[config.mk]
export PLATFORM = sky130hd
export DESIGN_NAME = regfile_sb_flat
export DESIGN_NICKNAME = d
export VERILOG_FILES = /design/src/rtl/regfile_pkg.sv /design/src/rtl/regfile_sb_if.sv /design/src/rtl/regfile_scoreboard.sv /design/src/rtl/regfile_sb.sv /design/src/flat_wrapper.sv
export SDC_FILE = /design/constraint.sdc
export NUM_CORES = 1
export LEC_CHECK = 0
export CAP_MARGIN = 20
export CORE_MARGIN = 4
export CORE_UTILIZATION = 55
export CTS_BUF_LIST = sky130_fd_sc_hd__clkbuf_8
export CTS_CLUSTER_DIAMETER = 100
export DETAILED_ROUTE_END_ITERATION = 12
export GPL_TIMING_DRIVEN = 0
export MAX_ROUTING_LAYER = met4
export PLACE_DENSITY = 0.78
export SETUP_SLACK_MARGIN = 0.1
export SYNTH_ARGS = -nofsm -noshare
export SYNTH_HDL_FRONTEND = slang
export SYNTH_SLANG_ARGS = --single-unit
[constraint.sdc]
create_clock -name clk -period 6.9 [get_ports clk]
set_input_delay 1.035 -clock clk [delete_from_list [all_inputs] [get_ports clk]]
set_output_delay 1.035 -clock clk [all_outputs]
set_load 0.02 [all_outputs]
[src/rtl/regfile_pkg.sv]
// Shared constants for the register file: reset init table and the R0 index.
// The init table is 16 entries of 16 bits; wider/narrower/deeper files adapt it via reg_init_val.
package regfile_pkg;

    localparam int INIT_N = 16;
    localparam int R0_IDX = 0;

    localparam logic [15:0] REG_INIT [INIT_N] = '{
        16'h0000, 16'h7B18, 16'h245B, 16'hFFFF,
        16'hF0FF, 16'h0051, 16'h6666, 16'h00FF,
        16'hFF88, 16'h0000, 16'h0000, 16'h3099,
        16'hCCCC, 16'h0002, 16'h0011, 16'h0000
    };

    // Entries beyond the table reset to zero.
    function automatic logic [15:0] reg_init_val(input int idx);
        logic [3:0] sel;
        sel = idx[3:0];
        if (idx < INIT_N) begin
            return REG_INIT[sel];
        end
        return 16'h0000;
    endfunction

endpackage

[src/rtl/regfile_sb_if.sv]
// Port bundle between the decode/writeback stages (master) and the register file (slave).
interface regfile_sb_if #(
    parameter int DATA_W = 16,
    parameter int DEPTH  = 16
);
    localparam int ADDR_W = $clog2(DEPTH);

    logic [ADDR_W-1:0] rd_addr1;
    logic [ADDR_W-1:0] rd_addr2;
    logic [DATA_W-1:0] rd_data1;
    logic [DATA_W-1:0] rd_data2;
    logic              wr_en;
    logic [ADDR_W-1:0] wr_addr;
    logic [DATA_W-1:0] wr_data;
    logic              r0_wr_en;
    logic [DATA_W-1:0] r0_data;
    logic              sb_set_en;
    logic [ADDR_W-1:0] sb_set_addr;
    logic              busy1;
    logic              busy2;
    logic [DEPTH-1:0]  busy_vec;

    modport master (
        output rd_addr1, rd_addr2, wr_en, wr_addr, wr_data,
               r0_wr_en, r0_data, sb_set_en, sb_set_addr,
        input  rd_data1, rd_data2, busy1, busy2, busy_vec
    );

    modport slave (
        input  rd_addr1, rd_addr2, wr_en, wr_addr, wr_data,
               r0_wr_en, r0_data, sb_set_en, sb_set_addr,
        output rd_data1, rd_data2, busy1, busy2, busy_vec
    );

endinterface

[src/rtl/regfile_scoreboard.sv]
// Per-register busy bits: set on issue, cleared on writeback; a same-cycle set
// on the index being cleared wins, so back-to-back issue to one destination stays busy.
module regfile_scoreboard
    import regfile_pkg::*;
#(
    parameter int DEPTH = 16
) (
    input  logic                     clk_i,
    input  logic                     reset_i,
    input  logic                     set_en_i,
    input  logic [$clog2(DEPTH)-1:0] set_addr_i,
    input  logic                     clr_en_i,
    input  logic [$clog2(DEPTH)-1:0] clr_addr_i,
    input  logic                     r0_clr_i,
    output logic [DEPTH-1:0]         busy_vec_o
);

    logic [DEPTH-1:0] busy_q;
    logic [DEPTH-1:0] busy_d;

    always_comb begin
        busy_d = busy_q;
        if (clr_en_i) begin
            busy_d[clr_addr_i] = 1'b0;
        end
        if (r0_clr_i) begin
            busy_d[R0_IDX] = 1'b0;
        end
        if (set_en_i) begin
            busy_d[set_addr_i] = 1'b1;
        end
    end

    always_ff @(posedge clk_i or posedge reset_i) begin
        if (reset_i) begin
            busy_q <= '0;
        end else begin
            busy_q <= busy_d;
        end
    end

    assign busy_vec_o = busy_q;

endmodule

[src/rtl/regfile_sb.sv]
// Register file with two combinational read ports, a general and a dedicated R0 write port,
// and a busy scoreboard. Optional macro REGFILE_BYPASS_EN forwards same-cycle writes/clears to reads.
module regfile_sb
    import regfile_pkg::*;
#(
    parameter int DATA_W = 16,
    parameter int DEPTH  = 16
) (
    input  logic         clk,
    input  logic         reset,
    regfile_sb_if.slave  bus
);

    localparam int ADDR_W = $clog2(DEPTH);
    localparam logic [ADDR_W-1:0] R0_ADDR = ADDR_W'(R0_IDX);

    // Assertion is immediate; release is aligned to clk through two flops.
    logic [1:0] rst_sync_q;
    logic       rst_int;

    always_ff @(posedge clk or posedge reset) begin
        if (reset) begin
            rst_sync_q <= 2'b11;
        end else begin
            rst_sync_q <= {rst_sync_q[0], 1'b0};
        end
    end

    assign rst_int = rst_sync_q[1];

    logic [DATA_W-1:0] regs_q [DEPTH];
    logic [DATA_W-1:0] regs_d [DEPTH];

    // R0 port is applied last so it overrides a general write to index 0.
    always_comb begin
        regs_d = regs_q;
        if (bus.wr_en) begin
            regs_d[bus.wr_addr] = bus.wr_data;
        end
        if (bus.r0_wr_en) begin
            regs_d[R0_IDX] = bus.r0_data;
        end
    end

    always_ff @(posedge clk or posedge rst_int) begin
        if (rst_int) begin
            for (int i = 0; i < DEPTH; i++) begin
                regs_q[i] <= DATA_W'(reg_init_val(i));
            end
        end else begin
            regs_q <= regs_d;
        end
    end

    logic [DEPTH-1:0] busy_vec;

    regfile_scoreboard #(
        .DEPTH (DEPTH)
    ) u_scoreboard (
        .clk_i      (clk),
        .reset_i    (rst_int),
        .set_en_i   (bus.sb_set_en),
        .set_addr_i (bus.sb_set_addr),
        .clr_en_i   (bus.wr_en),
        .clr_addr_i (bus.wr_addr),
        .r0_clr_i   (bus.r0_wr_en),
        .busy_vec_o (busy_vec)
    );

    logic [ADDR_W-1:0] rd_addr [2];
    logic [DATA_W-1:0] rd_data [2];
    logic              rd_busy [2];

    assign rd_addr[0] = bus.rd_addr1;
    assign rd_addr[1] = bus.rd_addr2;

    always_comb begin
        for (int p = 0; p < 2; p++) begin
            rd_data[p] = regs_q[rd_addr[p]];
            rd_busy[p] = busy_vec[rd_addr[p]];
`ifdef REGFILE_BYPASS_EN
            if (!rst_int) begin
                if (bus.r0_wr_en && rd_addr[p] == R0_ADDR) begin
                    rd_data[p] = bus.r0_data;
                end else if (bus.wr_en && rd_addr[p] == bus.wr_addr) begin
                    rd_data[p] = bus.wr_data;
                end
                // A same-cycle clear reads as free unless a same-cycle issue re-marks it.
                if ((bus.wr_en && rd_addr[p] == bus.wr_addr) ||
                    (bus.r0_wr_en && rd_addr[p] == R0_ADDR)) begin
                    rd_busy[p] = bus.sb_set_en && (bus.sb_set_addr == rd_addr[p]);
                end
            end
`endif
        end
    end

    assign bus.rd_data1 = rd_data[0];
    assign bus.rd_data2 = rd_data[1];
    assign bus.busy1    = rd_busy[0];
    assign bus.busy2    = rd_busy[1];
    assign bus.busy_vec = busy_vec;

endmodule

[src/flat_wrapper.sv]
// flat-port wrapper written by rule: the top's interface ports become plain ports
module regfile_sb_flat import regfile_pkg::*;
#(
    parameter int DATA_W = 16,
    parameter int DEPTH  = 16
)
  (clk, reset, bus_rd_addr1, bus_rd_addr2, bus_wr_en, bus_wr_addr, bus_wr_data, bus_r0_wr_en, bus_r0_data, bus_sb_set_en, bus_sb_set_addr, bus_rd_data1, bus_rd_data2, bus_busy1, bus_busy2, bus_busy_vec);
  regfile_sb_if #(.DATA_W(DATA_W), .DEPTH(DEPTH)) bus_i ();
  input  logic clk;
  input  logic reset;
  input wire logic [$bits(bus_i.rd_addr1)-1:0] bus_rd_addr1;
  input wire logic [$bits(bus_i.rd_addr2)-1:0] bus_rd_addr2;
  input wire logic [$bits(bus_i.wr_en)-1:0] bus_wr_en;
  input wire logic [$bits(bus_i.wr_addr)-1:0] bus_wr_addr;
  input wire logic [$bits(bus_i.wr_data)-1:0] bus_wr_data;
  input wire logic [$bits(bus_i.r0_wr_en)-1:0] bus_r0_wr_en;
  input wire logic [$bits(bus_i.r0_data)-1:0] bus_r0_data;
  input wire logic [$bits(bus_i.sb_set_en)-1:0] bus_sb_set_en;
  input wire logic [$bits(bus_i.sb_set_addr)-1:0] bus_sb_set_addr;
  output wire logic [$bits(bus_i.rd_data1)-1:0] bus_rd_data1;
  output wire logic [$bits(bus_i.rd_data2)-1:0] bus_rd_data2;
  output wire logic [$bits(bus_i.busy1)-1:0] bus_busy1;
  output wire logic [$bits(bus_i.busy2)-1:0] bus_busy2;
  output wire logic [$bits(bus_i.busy_vec)-1:0] bus_busy_vec;
  assign bus_i.rd_addr1 = bus_rd_addr1;
  assign bus_i.rd_addr2 = bus_rd_addr2;
  assign bus_i.wr_en = bus_wr_en;
  assign bus_i.wr_addr = bus_wr_addr;
  assign bus_i.wr_data = bus_wr_data;
  assign bus_i.r0_wr_en = bus_r0_wr_en;
  assign bus_i.r0_data = bus_r0_data;
  assign bus_i.sb_set_en = bus_sb_set_en;
  assign bus_i.sb_set_addr = bus_sb_set_addr;
  assign bus_rd_data1 = bus_i.rd_data1;
  assign bus_rd_data2 = bus_i.rd_data2;
  assign bus_busy1 = bus_i.busy1;
  assign bus_busy2 = bus_i.busy2;
  assign bus_busy_vec = bus_i.busy_vec;
  regfile_sb #(.DATA_W(DATA_W), .DEPTH(DEPTH)) u_core (.clk(clk), .reset(reset), .bus(bus_i));
endmodule
Word-level counts from Yosys, hierarchy flattened
Index checks and enable logic that the tools add are counted.
- bits of input ports: 53
- output and inout bits: 50
- logic and storage cells: 60
- bits in registers: 274
- mux-type cells: 22
- reductions and logical operators: 4
- order comparisons: 10
- bitwise logic cells: 6
- operators with widths (cell ; count):
    bitwise mux 256 bit ; 1
    two-way mux 256 bit ; 1
    binary-select mux 16 bit (select 4 bit) ; 2
    two-way mux 16 bit ; 8
    demux 16 bit (select 4 bit) ; 1
    < comparator 4 x 5 -> 1 bit, second input constant ; 4
    AND 16 bit ; 1
    NOT 16 bit ; 1
    OR 16 bit ; 1
    >= comparator 5 bit, second input constant ; 3
    NOT 4 -> 5 bit ; 3
    binary-select mux 1 bit (select 4 bit) ; 2
    demux 1 bit (select 4 bit) ; 2
    >= comparator 4 x 1 -> 1 bit, second input constant ; 2
    < comparator 5 x 1 -> 1 bit, second input constant ; 1
    two-way mux 1 bit ; 5
    logical AND 1 bit ; 3
    nonzero test 2 bit ; 1

Longest topological paths before layout
- word-level depth: 10
- depth in mapped cells: 7
- mapped depth without buffers: 3

Hierarchy
Synthesis repeated with hierarchy kept, for this count alone.
- cells, all modules: 1001
- area total of the unflattened synthesis: 14701.6 um^2
- by module, submodules not included (module ; cells each ; sequential area each (um^2) ; instances ; area an instance (um^2)):
    regfile_sb ; 931 ; 6570.1 ; 1 ; 13997.2
    regfile_scoreboard ; 70 ; 400.4 ; 1 ; 704.4

Worst setup path after synthesis
No wires, ideal clock.
- path type: in2out
- start point: input bus_rd_addr1[0]
- end point: output bus_rd_data1[5]
- path buffers: 2
- stages: 5
- slack: 3.257 ns
- required time: 5.865 ns
- arrival time: 2.608 ns
- cells stage by stage: clkbuf_1 > clkbuf_1 > mux4_2 > a22oi_1 > nand2_1
- longest elaborated chain between the ends: 4
- RTL lines (what ; line ; text):
    from (decl) ; flat_wrapper.sv:11 ; input wire logic [$bits(bus_i.rd_addr1)-1:0] bus_rd_addr1;
    NOT 4 -> 5 bit (not written as such) ; regfile_sb.sv:79 ; rd_data[p] = regs_q[rd_addr[p]];
    binary-select mux 16 bit (select 4 bit) ; regfile_sb.sv:79 ;
    two-way mux 16 bit (not written as such) (2 in series) ; regfile_sb.sv:79 ;
    to (decl) ; flat_wrapper.sv:20 ; output wire logic [$bits(bus_i.rd_data1)-1:0] bus_rd_data1;
Every way passes these cells. The select of a mux whose other input is x is not followed.

Worst setup path after layout
- start point: input bus_rd_addr1[1]
- end point: output bus_rd_data1[13]
Same word-level chain as after synthesis.

==> impl_metrics.tcl <==
set metrics [dict create \
    outcome "complete, no violations" \
    grt_pass1_vias 11100 \
    ys_seq_area_share_pct 47.7 \
    port_buffers 94 \
    cts_repair_resize_count 0 \
    routed_via_density 6.90 \
    route.detailed.drc 0 \
    root_buffer "clkbuf_8" \
    grt_pass1_wl_mm 67.1 \
    dpl_worst_slack_ns 1.94 \
    critPathMaxFanout 10 \
    cts_buffers 46 \
    die_area_um2 29200 \
    fin_crit_sh_pct 73.6 \
    yosys_most_used_dff "dfrtp_1" \
    cts_hold_buf 0 \
    rsz0062_at_grt "false" \
    cap_viol_max_count 0 \
    fmax_mhz 197 \
    synth_edf_count 0 \
    synth_area_leaders "dfrtp_1 31%, mux4_2 21%, mux2_2 18%, dfstp_2 16%, a22oi_1 3.5%" \
    cts_tree "done" \
    vdd_drop_max_uv 168 \
    intPower_uw 3710 \
    min_path_type "reg -> reg" \
    placed_area_um2 16100 \
    synth_warnings 0 \
    post_cts_buffers 0 \
    ys_ff_latch 274 \
    cp.arrival_ns 4.04 \
    clock_power_share_pct 30.1 \
    routabilityCongestion 0.886 \
    crit_path_top_delay_cell "clkbuf_1" \
    fin_setup_tns_ns 0 \
    syn-cell-area_um2 14600 \
    clockBufferDepth 3 \
    gr-usage-all-layers_pct 31.9 \
    synth_top_area_share_pct 31.4 \
    critPathCaptureType "output port" \
    power_frac_comb_pct 25.1 \
    die_x_um 171 \
    io_pins 103 \
    fp.dieH_um 171 \
    fillers 1845 \
    cts_sinks 274 \
    htreeDepth 2 \
    hpwl_mm 29.2 \
    layout_setup_ws_ns 1.82 \
    overflow 0 \
    fin_total_pwr_uw 5200 \
    antenna_found_initial 1 \
    final_util_pct 65.8 \
    grt_max_degree 43 \
    synth_nets 1044 \
    initialDrtViolationCount 1303 \
    path_cells "clkbuf_1 > clkbuf_1 > clkbuf_1 > mux4_2 > a22oi_1 > nand2_1 > clkdlybuf4s50_1" \
    finalHoldViolations 0 \
    p_sw_uw 1490 \
    syn_to_final_growth_pct 17.4 \
    fin_crit_ns 5.08 \
    cp.required_ns 5.86 \
    synthDistinctLibCells 39 \
    yosysTopAreaCell "dfrtp_1" \
    drt_first_pass_iters 6 \
    worst_slew_pin_slew_ns 1.19 \
    fin_area_um2 17200 \
    initial_core_util_pct 56.0 \
    cts.clk_slew.worst_paths_ns 0.06 \
    swShare_pct 28.7 \
    cp_common_cell "clkbuf_1" \
    seqPwrFrac_pct 44.8 \
    rows 59 \
    clk_latency_ns 0.57 \
    drive_gt1_share_pct 49.5 \
    slew_headroom_pct 20.4 \
    wl_per_cell_um 29.3 \
    skew_ns 0.0207 \
    wl_mm 44.4 \
    postSynth.asyncResetShare_pct 100 \
    setup_viol 0 \
    placeableCoreArea_um2 26100 \
    cellLeakagePower_uw 0.00687 \
    criticalPathCategory "in -> out" \
    synth_cells 991 \
    pwr_density_cell_nw_per_um2 303 \
    ant_nets 0 \
    crit_path_max_incr_delay_ns 0.85 \
    worstSetupStartpointType "input port" \
    avgSynthCellArea_um2 14.7 \
    vias 10500 \
    slew_viol_final 0 \
    nets 1197 \
]
## path summary, 6_finish.rpt
kind | startpoint | endpoint | slack [ns] | cells after the start
min in group asynchronous | u_core.rst_sync_q[1] | u_core.regs_q[184] | 0.41 | 1
setup reg to reg | u_core.rst_sync_q[1] | u_core.regs_q[115] | 5.01 | 5
max in group asynchronous | u_core.rst_sync_q[1] | u_core.regs_q[115] | 5.01 | 5
setup / recovery | bus_rd_addr1[1] | bus_rd_data1[13] | 1.82 | 7
hold reg to reg | u_core.rst_sync_q[0] | u_core.rst_sync_q[1] | 0.36 | 0
hold / removal | u_core.rst_sync_q[0] | u_core.rst_sync_q[1] | 0.36 | 0
## cell families (layout without fill, tap and decap cells)
kind of cell | Yosys count | count (layout) | share of synthesized area, %
buf+inv | 103 | 293 | 3.09
flops | 274 | 274 | 47.7
other cells | 1 | 2 | 0.0257
simple gates | 113 | 113 | 3.71
mux | 376 | 376 | 39.7
compound gates | 124 | 124 | 5.73
## per-stage QoR
step                hold WS (ns)  cells
floorplan                  0.345    991
global placement           0.347   1420
detailed placement         0.349   1427
finish                     0.355   1517
CTS                        0.358   1512
global route               0.363   1517
## layout by cell type, fill, tap and decap left out, types with 16 or more instances in the layout
cell               n
mux2_2           231
dfrtp_1          183
mux4_2           136
clkdlybuf4s50_1   94
dfstp_2           91
a22oi_1           68
clkbuf_1          62
clkbuf_8          58
nand2_1           37
o21ai_0           31
nor2_1            28
buf_2             27
inv_1             21
nand3_1           20
a31oi_1           16
## layout make-up
type	instances	area, um2	share of cell area (%)
Sequential cell	274	6970	40.6
Antenna cell	1	2.50	0.0146
Inverter	8	33.8	0.197
Clock buffer	58	798	4.65
Tap cell	335	419	2.44
Multi-Input combinational cell	614	7180	41.9
Timing Repair Buffer	105	1130	6.57
Clock inverter	27	198	1.15
Buffer	95	422	2.46
## cell usage after synthesis, types with 4 or more instances
| cell | instances |
|---|---|
| mux2_2 | 231 |
| dfrtp_1 | 183 |
| mux4_2 | 136 |
| dfstp_2 | 91 |
| a22oi_1 | 68 |
| clkbuf_1 | 62 |
| nand2_1 | 37 |
| o21ai_0 | 31 |
| nor2_1 | 28 |
| buf_2 | 27 |
| nand3_1 | 20 |
| a31oi_1 | 16 |
| mux2_4 | 9 |
| inv_1 | 8 |
| nand2b_1 | 4 |
| nand3b_1 | 4 |
| nor2b_1 | 4 |
## per-layer routing
metal  up-vias  global-route usage, %  part of all wire [%]
met3       153                   7.72                   9.9
met5         -                      -                     0
met4         0                   14.3                   4.6
met2       672                   47.6                    47
li1       4167                      -                     -
met1      5479                   42.0                    38
## registers in the layout, indices dropped and copies added, names as in the netlist
| name | cells |
|---|---|
| u_core.regs_q | 256 |
| u_core.rst_sync_q | 2 |
| u_core.u_scoreboard.busy_vec_o | 16 |
## power groups by stage
stage                     clock (uW)  combinational [uW]  sequential [uW]
after floorplan                    0                 911             2270
after global placement             0                1250             2300
after detailed placement           0                1290             2340
after CTS                       1560                1300             2310
after global routing            1650                1390             2370
final                           1560                1300             2330
## worst max-delay path: cells and delay by family
family,cells,cell delay [ns]
buffers and inverters,4,2.25
AOI/OAI and AO/OA,1,0.22
and+or+nand+nor,1,0.11
muxes,1,0.42
Note: power is estimated with default switching activity, not from simulation.
